<file path="config.mk">
export PLATFORM = sky130hd
export DESIGN_NAME = spi_instr_decoder
export DESIGN_NICKNAME = d
export VERILOG_FILES = /design/src/rtl/pwm_regs_pkg.sv /design/src/rtl/spi_instr_decoder.sv
export SDC_FILE = /design/constraint.sdc
export NUM_CORES = 1
export LEC_CHECK = 0
export BUFFER_PORTS_ARGS = -buffer_cell sky130_fd_sc_hd__buf_4
export CAP_MARGIN = 20
export CORE_UTILIZATION = 45
export DETAILED_ROUTE_END_ITERATION = 10
export PLACE_DENSITY = 0.85
export SYNTH_ARGS = -nofsm -noshare
export SYNTH_HDL_FRONTEND = slang
export SYNTH_SLANG_ARGS = --single-unit
</file>
<file path="constraint.sdc">
create_clock -name clk -period 2.4 [get_ports clk]
set_input_delay 0.24 -clock clk [delete_from_list [all_inputs] [get_ports clk]]
set_output_delay 0.24 -clock clk [all_outputs]
set_load 0.02 [all_outputs]
</file>
<file path="src/rtl/pwm_regs_pkg.sv">
// Shared definitions for the PWM generator register path: command byte
// layout, register address width and the SPI command decoder state encoding.
package pwm_regs_pkg;

    localparam int CMD_RW_BIT = 7;
    localparam int CMD_HI_BIT = 6;
    localparam int ADDR_W     = 6;

    typedef enum logic [1:0] {
        IDLE     = 2'd0,
        CMD      = 2'd1,
        RD_FETCH = 2'd2,
        DATA     = 2'd3
    } dec_state_t;

endpackage

</file>
<file path="src/rtl/spi_instr_decoder.sv">
// SPI command decoder: turns the bridge's byte stream into register-file
// read/write strobes, two bytes per transaction (command, then data).
// For reads the fetched value is parked on data_out so the bridge shifts it
// out on MISO during the second byte.
//
// state    | meaning
// ---------+-------------------------------------------------------------
// IDLE     | cs_n high, no frame in progress
// CMD      | frame open, waiting for a command byte
// RD_FETCH | one cycle: reg_read strobe, capture reg_rdata into data_out
// DATA     | waiting for the data byte (write payload or read dummy)
module spi_instr_decoder #(
    parameter int ADDR_W = pwm_regs_pkg::ADDR_W
) (
    input  logic              clk,
    input  logic              rst_n,
    input  logic              cs_n,
    input  logic              byte_sync,
    input  logic [7:0]        data_in,
    output logic [7:0]        data_out,
    output logic [ADDR_W-1:0] reg_addr,
    output logic              reg_hi,
    output logic              reg_write,
    output logic [7:0]        reg_wdata,
    output logic              reg_read,
    input  logic [7:0]        reg_rdata
);
    import pwm_regs_pkg::*;

    dec_state_t state;
    dec_state_t next_state;

    logic is_write;
    logic latch_cmd;
    logic write_fire;
    logic read_fire;
    logic data_clear;

    // Next-state and per-cycle control decode; cs_n high overrides everything,
    // so a byte coinciding with the end of a frame is dropped.
    always_comb begin
        next_state = state;
        latch_cmd  = 1'b0;
        write_fire = 1'b0;
        read_fire  = 1'b0;
        data_clear = 1'b0;
        if (cs_n) begin
            next_state = IDLE;
        end else begin
            case (state)
                IDLE: begin
                    next_state = CMD;
                end
                CMD: begin
                    if (byte_sync) begin
                        latch_cmd  = 1'b1;
                        next_state = data_in[CMD_RW_BIT] ? DATA : RD_FETCH;
                    end
                end
                RD_FETCH: begin
                    read_fire  = 1'b1;
                    next_state = DATA;
                end
                DATA: begin
                    if (byte_sync) begin
                        next_state = CMD;
                        if (is_write) begin
                            write_fire = 1'b1;
                        end else begin
                            data_clear = 1'b1;
                        end
                    end
                end
                default: begin
                    next_state = IDLE;
                end
            endcase
        end
    end

    // State register.
    always_ff @(posedge clk) begin
        if (!rst_n) begin
            state <= IDLE;
        end else begin
            state <= next_state;
        end
    end

    // Command fields, held until the next command byte.
    always_ff @(posedge clk) begin
        if (!rst_n) begin
            reg_addr <= '0;
            reg_hi   <= 1'b0;
            is_write <= 1'b0;
        end else if (latch_cmd) begin
            reg_addr <= data_in[ADDR_W-1:0];
            reg_hi   <= data_in[CMD_HI_BIT];
            is_write <= data_in[CMD_RW_BIT];
        end
    end

    // Write strobe and payload land together in the cycle after the data byte.
    always_ff @(posedge clk) begin
        if (!rst_n) begin
            reg_write <= 1'b0;
            reg_wdata <= '0;
        end else begin
            reg_write <= write_fire;
            if (write_fire) begin
                reg_wdata <= data_in;
            end
        end
    end

    // MISO byte: loaded from the register file on fetch, cleared once the
    // dummy byte has gone out or the frame ends.
    always_ff @(posedge clk) begin
        if (!rst_n) begin
            data_out <= '0;
        end else if (cs_n || data_clear) begin
            data_out <= '0;
        end else if (read_fire) begin
            data_out <= reg_rdata;
        end
    end

    // Read strobe is valid only in RD_FETCH while the frame is still open, so
    // reg_rdata is sampled in the same cycle it is requested.
    always_comb begin
        reg_read = read_fire;
    end

endmodule
</file>
==> flow_summary.toml <==
[sta]
hold_viol = 0
setup_viol = 0
min_period_ps = 1810
skew_ps = 4.52
max_freq_ghz = 0.553
worst_pin_slew_ps = 326
grt_setup_unrepaired = "false"
relSlewSlack_pct = 78.3
drv_slew = 0
fin_crit_sh_pct = 75.3
hold_ws_ps = 160
fin_setup_tns_ps = 0

[finish]
fin_area_mm2 = 0.00143
fin_nets = 183
area_growth_pct = 32.8
antenna_cells = 0
layout-drive-gt1-share_pct = 39.0

[pwr]
powerDensity_mw_per_mm2 = 511
clkPwrFrac_pct = 26.2
power_mw = 0.731
intPower_mw = 0.556
irDropWorstVdd_uv = 324
comb_power_share_pct = 10.9
swShare_pct = 23.9
p_leak_nw = 0.654
seq_power_share_pct = 62.8
p_switching_mw = 0.175

[critical_path]
start_kind = "register"
reg2reg_to = "reg_wdata[4]"
critPathRequiredTime_ps = 2160
critPathMaxFanout = 9
reg2reg_depth = 4
crit_chain = "inv_1 -> ha_1 -> nand2b_1 -> inv_2 -> buf_4"
cp-end-kind = "output port"
cp_slowest_cell = "dfxtp_1"
crit_end = "reg_read"
reg2reg_from = "state[0]"
slowest_delay_ps = 400
r2r_slack_ps = 1020
cp-startpoint = "state[0]"
criticalPathCategory = "reg -> out"
arrival_ps = 1570

[floorplanning]
die-area_mm2 = 0.00259
die_h_um = 50.9
initial_core_util_pct = 48.2
placeableCoreArea_mm2 = 0.00223
num_rows = 17
die_x_um = 50.9
io_pins = 45

[synth]
syn_area_mm2 = 0.00108
syn_area_per_cell_um2 = 9.21
ys.flop_type = "dfxtp_1"
ys_ff_latch = 27
synth_top_cells_by_area = "dfxtp_1, nand2_1, nand3_1"
async_reset_ff_share_pct = 0
post-synth-top-area-fraction_pct = 50.2
synth_edf_count = 0
synth_warnings = 0
synth.distinct_cells = 19
synthCells = 117
synth-seq-area-share_pct = 50.2
synth_common_cells = "dfxtp_1, nand2_1, nand3_1"
synth_top_area_cell = "dfxtp_1"
synth_nets = 140
yosysMostFrequentCell = "dfxtp_1"

[clock_network]
cts_buffer_depth = 2
cts-resized-gates = 0
cts_tree = "done"
cts_num_sinks = 27
htreeDepth = 1
cts-root-buf = "clkbuf_4"
clk_latency_ps = 320
clk_pin_slew_ps = 140
postCtsHoldBufs = 0
cts_setup_buffers = 0
cts_made_buffers = 3

[run_status]
status = "complete, no violations"

[route]
wl_per_cell_um = 11.7
drcViolationCount = 0
dr.first_iter.drc_count = 8
viasPerCell = 5.14
dr.pass1.iters = 4
drtAntennaViolNets = 0
routed_wl_um = 2180
num_vias = 962

[placement]
place_congestion = 0.747
hpwl_um = 1710
place_area_mm2 = 0.00140
port_buffers = 44

[job]
maxCapViolations = 0

[grt]
grt_pass1_vias = 838
grt_overflow_total = 0
grt_max_degree = 27
antenna_found_initial = 0
grt_pass1_wl_um = 3550
grt_usage_pct = 17.9

[worst_hold_path]
hold_path_class = "in -> reg"
[cells in the final DEF, fill, tap and decap left out, drive strengths merged]
master,Yosys,final
a211oi,3,3
a21oi,8,8
buf,6,44
clkbuf,0,3
clkinvlp,0,1
dfxtp,27,27
ha,3,3
inv,4,4
nand2,25,25
nand2b,2,2
nand3,16,16
nand3b,1,1
nand4b,1,1
nor2,3,3
o21ai,16,16
o21bai,2,2
[worst min path at each step]
stage / from / end / slack (ps) / cells after the start
after floorplan: reg_rdata[0] / data_out[0] / 380 / 2
after global placement: data_out[7] / data_out[7] / 450 / 2
after detailed placement: reg_hi / reg_hi / 450 / 2
after CTS: reg_rdata[3] / data_out[3] / 150 / 3
after global routing: reg_rdata[4] / data_out[4] / 140 / 3
final: reg_rdata[3] / data_out[3] / 160 / 3
[cell families (layout without fill, tap and decap cells)]
group | Yosys count | in the layout | share of synthesized area (%)
compound gates | 29 | 29 | 18.1
fa+ha+maj | 3 | 3 | 3.48
buf+inv | 10 | 52 | 5.34
flops | 27 | 27 | 50.2
simple gates | 48 | 48 | 22.9
[stage by stage]
step           setup WS [ps]  std cells  util (%)
2_1_floorplan           1220        117         -
5_1_grt                  483        187      64.0
6_report                 592        187      64.0
3_5_place_dp             952        183      62.7
4_1_cts                  571        187      64.0
3_3_place_gp            1020        183      62.7
[worst max-delay path, delay by kind of cell (launching register included)]
family                     cells  cell delay (ps)
adders and majority gates      1              220
buffers and inverters          3              380
and+or+nand+nor                1              260
DFF                            1              400
[power by group through the flow]
| stage | sequential (mW) | combinational (mW) | clock (mW) |
|---|---|---|---|
| after floorplan | 0.473 | 0.0389 | 0 |
| after global placement | 0.469 | 0.0763 | 0 |
| after detailed placement | 0.469 | 0.0801 | 0 |
| after CTS | 0.460 | 0.0802 | 0.203 |
| after global routing | 0.461 | 0.0880 | 0.220 |
| final | 0.460 | 0.0800 | 0.192 |
[layer usage]
| metal | vias up | GRT usage, % | part of all wire [%] |
|---|---|---|---|
| met2 | 36 | 30.5 | 50 |
| met3 | 2 | 4.17 | 6.4 |
| met5 | - | 0 | 0 |
| met4 | 0 | 8.80 | 0.60 |
| li1 | 484 | - | - |
| met1 | 440 | 20.9 | 43 |
[registers in the layout (all words and copies together), names as in the netlist]
| signal | count |
|---|---|
| state | 2 |
| reg_wdata | 8 |
| reg_addr | 6 |
| reg_write | 1 |
| reg_hi | 1 |
| is_write | 1 |
| data_out | 8 |
[layout make-up]
cell class / instances / area [µm²]
clock buffers: 3 / 22.5
clock inverters: 1 / 7.51
fillers: 207 / 803
inverters: 4 / 15.0
multi-input cells: 80 / 479
flip-flops and latches: 27 / 541
well taps: 28 / 35.0
repair buffers: 44 / 330
No activity file was read; power rests on OpenSTA's default activity.
